File: src/rtl/ppu_bg_pixel_fifo.sv
// Background pixel FIFO for PPU mode 3: takes 8-pixel tile rows from the fetcher,
// drops the SCX fine-scroll pixels, then emits one visible pixel per enabled dot.
module ppu_bg_pixel_fifo #(
    parameter int DEPTH = 16,
    parameter int PIX_W = 2
) (
    input  logic                         clk,
    input  logic                         reset,
    input  logic                         line_start,
    input  logic [2:0]                   scx_fine,
    input  logic                         dot_en,
    input  logic                         wr_en,
    input  logic [8*PIX_W-1:0]           wr_data,
    output logic                         empty,
    output logic [$clog2(DEPTH):0]       count,
    output logic                         overflow,
    output logic                         out_valid,
    output logic [PIX_W-1:0]             out_color,
    output logic [7:0]                   out_x,
    output logic                         line_done
);
    localparam int CW = $clog2(DEPTH) + 1;
    localparam int AW = $clog2(DEPTH);
    localparam logic [CW-1:0] PUSH_LIMIT = CW'(DEPTH - 8);
    localparam logic [7:0] LAST_X = 8'd159;

    typedef enum logic [1:0] {IDLE, DISCARD, OUTPUT, DONE} state_t;

    state_t           state;
    state_t           state_next;
    logic [PIX_W-1:0] mem      [DEPTH];
    logic [PIX_W-1:0] mem_next [DEPTH];
    logic [2:0]       discard_cnt;
    logic [7:0]       x_cnt;
    logic             push;
    logic             push_reject;
    logic             pop;
    logic [CW-1:0]    base;

    assign empty = (count == '0);

    // line_start wins over everything; push room is judged on count before any pop.
    always_comb begin
        push        = wr_en && !line_start && (count <= PUSH_LIMIT);
        push_reject = wr_en && !line_start && (count > PUSH_LIMIT);
        pop         = dot_en && !line_start && (count != '0) &&
                      ((state == DISCARD) || (state == OUTPUT));
    end

    always_ff @(posedge clk or posedge reset) begin
        if (reset) state <= IDLE;
        else       state <= state_next;
    end

    always_comb begin
        state_next = state;
        if (line_start) begin
            state_next = (scx_fine != 3'd0) ? DISCARD : OUTPUT;
        end else begin
            case (state)
                IDLE:    state_next = IDLE;
                DISCARD: if (pop && discard_cnt == 3'd1) state_next = OUTPUT;
                OUTPUT:  if (pop && x_cnt == LAST_X) state_next = DONE;
                DONE:    state_next = IDLE;
                default: state_next = IDLE;
            endcase
        end
    end

    // Index 0 is the head. A pop shifts left first, so new pixels land behind the
    // remaining old ones and the popped pixel is always pre-existing data.
    always_comb begin
        base = pop ? (count - CW'(1)) : count;
        for (int i = 0; i < DEPTH; i++) mem_next[i] = mem[i];
        if (pop) begin
            for (int i = 0; i < DEPTH - 1; i++) mem_next[i] = mem[i+1];
            mem_next[DEPTH-1] = '0;
        end
        if (push) begin
            for (int k = 0; k < 8; k++)
                mem_next[AW'(base + CW'(k))] = wr_data[(8-k)*PIX_W-1 -: PIX_W];
        end
    end

    always_ff @(posedge clk or posedge reset) begin
        if (reset) begin
            for (int i = 0; i < DEPTH; i++) mem[i] <= '0;
            count       <= '0;
            overflow    <= 1'b0;
            out_valid   <= 1'b0;
            out_color   <= '0;
            out_x       <= 8'd0;
            line_done   <= 1'b0;
            discard_cnt <= 3'd0;
            x_cnt       <= 8'd0;
        end else begin
            for (int i = 0; i < DEPTH; i++) mem[i] <= mem_next[i];
            out_valid <= 1'b0;
            line_done <= 1'b0;
            if (line_start) begin
                count       <= '0;
                x_cnt       <= 8'd0;
                out_x       <= 8'd0;
                discard_cnt <= scx_fine;
                overflow    <= 1'b0;
            end else begin
                count <= count + (push ? CW'(8) : CW'(0)) - (pop ? CW'(1) : CW'(0));
                if (push_reject) overflow <= 1'b1;
                if (pop) begin
                    if (state == DISCARD) begin
                        discard_cnt <= discard_cnt - 3'd1;
                    end else begin
                        out_color <= mem[0];
                        out_x     <= x_cnt;
                        out_valid <= 1'b1;
                        x_cnt     <= x_cnt + 8'd1;
                        if (x_cnt == LAST_X) line_done <= 1'b1;
                    end
                end
            end
        end
    end
endmodule
File: config.mk
export PLATFORM = sky130hd
export DESIGN_NAME = ppu_bg_pixel_fifo
export DESIGN_NICKNAME = d
export VERILOG_FILES = /design/src/rtl/ppu_bg_pixel_fifo.sv
export SDC_FILE = /design/constraint.sdc
export NUM_CORES = 1
export LEC_CHECK = 0
export ABC_AREA = 1
export CORE_MARGIN = 2
export CORE_UTILIZATION = 23
export CTS_CLUSTER_DIAMETER = 30
export DETAILED_ROUTE_END_ITERATION = 10
export GPL_TIMING_DRIVEN = 0
export HOLD_SLACK_MARGIN = 0.02
export SLEW_MARGIN = 15
export SYNTH_ARGS = -nofsm -noshare
export SYNTH_HDL_FRONTEND = slang
export SYNTH_SLANG_ARGS = --single-unit
File: constraint.sdc
create_clock -name clk -period 9.73 [get_ports clk]
set_input_delay 1.946 -clock clk [delete_from_list [all_inputs] [get_ports clk]]
set_output_delay 1.946 -clock clk [all_outputs]
set_load 0.1 [all_outputs]
# Yosys cells after proc, flatten, opt, wreduce, memory -nomap -nowiden
# Index checks and enable logic that the tools add are counted.
# W data, S select, Z words.
# op_classes
n_addsub,12
order_cmp,18
eq_ne,8
n_mux,53
bitwise_logic,10
n_reduce_logical,30
# op_table
operator,n
$bwmux W32,8
$demux W2 S4,8
$mux W32,2
$mux W8,6
$ge A5 B5 Y1 const B,8
$lt A5 B1 Y1 const B,8
$not A4 Y5,8
$mux W2,12
$add A4 B3 Y4 const B,4
$logic_and A1 B1 Y1,16
$mux W1,10
$mux W3,3
$add A4 B2 Y4 const B,2
$add A8 B1 Y8 const B,1
$eq A8 B8 Y1 const B,1
$mux W4,2
$pmux W2 S3,1
$reduce_and A2 Y1,3
$reduce_bool A2 Y1,3
$add A5 B4 Y5,1
$gt A5 B4 Y1 const B,1
$le A5 B4 Y1 const B,1
$logic_not A5 Y1,1
$mux W5,1
other kinds (18),20
# totals
register_bits,63
in_bits,24
out_inout_bits,19
word_cells,156

# Logic depth before layout (Yosys ltp)
# logic_depth
ltp_word,19
ltp_mapped,26
ltp_nobuf,26

# Worst setup path before layout
# No wires, ideal clock.
# synth_path
kind,register -> register
startpoint,register count[1]
endpoint,register mem[1] (netlist bit)
setup_time_ns,0.118
t_arrival_ns,4.403
setup_slack_ns,5.209
path_stages_with_launch,23
synth_period_minus_slack_ns,4.521
cell_sequence,dfrtp_1 inv_1 ha_1 nand2_1 nor2_2 nor2_4 clkbuf_1 ha_1 inv_2 a21oi_1 nand3_1 nand2_1 inv_2 nor2_2 nand2_1 o21ai_0 inv_1 nand2_1 nand2_1 nand2_1 nand2_1 nand2_1 nand2_1
# synth_rtl
element,line_no,source
from (decl),15,"output logic [$clog2(DEPTH):0] count,"
from (signal assigned),107,count <= count + (push ? CW'(8) : CW'(0)) - (pop ? CW'(1) : CW'(0));
to (decl),31,logic [PIX_W-1:0] mem [DEPTH];

==> metrics.md <==
| Metric | Value |
|---|---|
| Total CTS buffers | `9` |
| Post-Synthesis Cells | `1323` |
| Post-synth top flop | `dfrtp_1` |
| CTS Buffer Depth | `2` |
| Clock Skew | `about 0.012 ns` |
| F_max | `0.177 GHz` |
| Mux contribution to synthesized area | `0.00135` |
| Count leader, synth | `nand2_1` |
| Power Dens Cells | `372 nW/um^2` |
| Area after DPL | `about 8300 sq um` |
| Share of the synthesized area in the top cell type | `0.238` |
| Hold Crit Class | `reg2reg` |
| Post-synthesis async set-or-reset flop share | `1.00` |
| Gr usage total | `0.170` |
| Starting Density | `0.234` |
| Port Buffers | `35` |
| Grt ovf | `0` |
| Final worst slack | `4.08 ns` |
| R2R depth | `19` |
| Post-CTS Setup Bufs | `0` |
| Core area | `31600 sq um` |
| Die area | `33700 sq um` |
| Synth Area per Inst | `approximately 5.6 sq um` |
| Sequential-to-total area share from yosys stat | `0.213` |
| Max FO, Critical Path | `10` |
| Remaining antenna violation count after routing | `0` |
| Ant diodes | `0` |
| Design Area, Final | `approximately 8600 sq um` |
| Worst Max-Slew Pin Slew | `0.977 ns` |
| CTS tree | `yes` |
| Critical path capture point type | `register` |
| TNS Setup | `0 ns` |
| Via/cell ratio | `4.77` |
| Max_cap viols | `0` |
| Largest family of logic cells by synthesized area | `simple AND/OR/NAND/NOR gates` |
| Xor and xnor area share after synthesis | `0.0103` |
| Critical Path RT | `9.94 ns` |
| Worst-skew pair later-pin latency | `0.33 ns` |
| Syn_nets | `1368` |
| Core Util, Final | `0.272` |
| Drt initial violations | `between 900 and 1000` |
| First drt pass iteration count | `5` |
| Fin crit share | `0.580` |
| Adder-cell share of the synthesized area | `0.0365` |
| Syn. warnings | `0` |
| Area leader, netlist | `nand2_1` |
| Number of synthesized register bits | `63` |
| Dpl cells | `1761` |
| Global placement routability congestion | `roughly 1` |
| Post-synthesis simple-gate area fraction | `0.399` |
| Final Max Slew Viols | `0` |
| Kind of critical path | `in2reg` |
| CP arrival | `5.86 ns` |
| First-pass GRT wire length | `44100 um` |
| Mapped Area | `approximately 7400 sq um` |
| Outcome | `complete, no violations` |
| Min-Delay Path Depth | `2` |
| RSZ-0062 raised after global routing | `no` |
| P&R area growth vs syn | `16.2%` |
| Final Net Count | `1415` |
| Leak Pwr | `roughly 0.0044 uW` |
| Non-Filler Instances | `1777` |
| Rel. slew slack | `0.346` |
| H-Tree Depth | `3` |
| Worst vdd ir | `around 0.11 mV` |
| Cell Rows | `65` |
| Tmin final | `5.65 ns` |
| Final hold viol count | `0` |
| Die W | `184 um` |
| DP HPWL | `22900 um` |
| Clock transition at path regs | `0.06 ns` |
| WL/cell | `about 16 um` |
| Share of cells above drive strength 1 | `0.0800` |
| Initial antenna violation count | `0` |
| Final WL | `29000 um` |
| # DRC | `0` |
| Place WS | `3.83 ns` |
| # hold bufs at CTS | `0` |
| DR vias | `approximately 8500` |
| Clock sink total | `between 60 and 70` |
| Resized Gates After CTS | `0` |
| Area fraction in compound gates after synthesis | `0.190` |
| Total I/O pin count | `43` |
| Largest net degree at the start of global routing | `56` |
| Synth cell count leaders | `470 x nand2_1, 230 x inv_1, 163 x o21ai_0, 88 x nand3_1` |
| Root buffer cell | `clkbuf_16` |
| Final setup fails | `0` |
| Die Ht | `between 150 and 200 um` |
| Post-synth EDFFs | `0` |
| Startpoint Class | `primary input` |
| Main area contributors after synthesis | `nand2_1 24%, dfrtp_1 21%, inv_1 12%, o21ai_0 11%, nand3_1 5.9%` |
| Vias in the first global route | `7626` |
| Count of cell types in the netlist | `41` |
state kept, by name, indices dropped and copies added, names as in the netlist:
register	count
out_valid	1
state	2
mem	32
x_cnt	8
count	5
discard_cnt	3
out_color	2
overflow	1
out_x	8
line_done	1
logic make-up after synthesis:
family / Yosys count
buf+inv: 283
xor+xnor: 7
simple gates: 679
mux: 1
fa+ha+maj: 21
flops: 63
compound gates: 269
critical path, cell delays in order:
cell             delay, ns
clkdlybuf4s50_1       0.50
nand3_1               0.13
nor2_4                0.28
clkbuf_1              0.55
ha_1                  0.48
inv_2                 0.24
nand3_2               0.27
nor2_1                0.19
nand2_1               0.21
o21ai_0               0.32
nor2_1                0.14
o21ai_1               0.14
nand2_1               0.09
nand2_1               0.09
nand2_1               0.10
nand2_1               0.11
a21oi_1               0.06
layer usage:
layer	up-vias	track usage	routed length, um
met3	62	0.0160	1960
met5	-	0	0
met4	0	0.0675	985
li1	4228	-	-
met2	343	0.281	13300
met1	3839	0.229	12700
cell type report:
class,instances,area [sq um]
Inverter,245,925
Clock buffer,10,239
Buffer,38,193
Tap cell,402,503
Fill cell,3578,23000
Timing Repair Buffer,36,378
Clock inverter,6,75.1
Multi-Input combinational cell,977,4720
Sequential cell,63,1580
power breakdown:
| group | internal [uW] | leakage [uW] | total (uW) | switching [uW] |
|---|---|---|---|---|
| clock network | 209 | 0.000152 | 333 | 124 |
| registers | 350 | 0.000793 | 400 | 49.1 |
| logic | 700 | 0.00349 | 2470 | 1770 |
| total | 1260 | 0.00443 | 3200 | 1940 |
layout by cell type, fill, tap and decap left out, types with 2 or more instances in the layout:
cell type        count
buf_4                4
nand2_2             12
a21boi_1             5
nand3_1             88
nand4_1              3
nor2_4              10
ha_1                20
o21ai_1             20
clkbuf_1            19
nor2_1              51
inv_6                2
inv_4                2
dfrtp_1             63
xor2_2               2
nor3_1               5
nand3_2              2
nand2_1            470
o22ai_1              3
inv_1              229
or2_2               15
buf_1                2
buf_6                3
nand2_4              8
o211ai_1             9
buf_2               10
o21ai_0            163
inv_2               11
nor2_2              11
clkdlybuf4s50_1     35
clkinv_1             3
xor2_1               5
clkbuf_16            9
nand2_8              2
a21oi_1             63
path summary, 6_finish.rpt:
kind / from / end / slack, ns
max: dot_en / mem[16]$_DFF_PP0_ / 4.08
min: out_x[4]$_DFFE_PP0P_ / out_x[4]$_DFFE_PP0P_ / 0.48
max reg2reg: count[1]$_DFF_PP0_ / mem[16]$_DFF_PP0_ / 5.30
min reg2reg: out_x[4]$_DFFE_PP0P_ / out_x[4]$_DFFE_PP0P_ / 0.48
max in group asynchronous: reset / out_color[1]$_DFFE_PP0P_ / 7.35
min in group asynchronous: reset / mem[14]$_DFF_PP0_ / 1.88
per-stage QoR:
| step | hold WS, ns | total power [uW] |
|---|---|---|
| floorplan | 0.444 | 2100 |
| global placement | 0.461 | 2780 |
| detailed placement | 0.475 | 2790 |
| CTS | 0.492 | 3140 |
| global route | 0.528 | 3480 |
| finish | 0.483 | 3200 |
No activity file was read; power rests on OpenSTA's default activity.
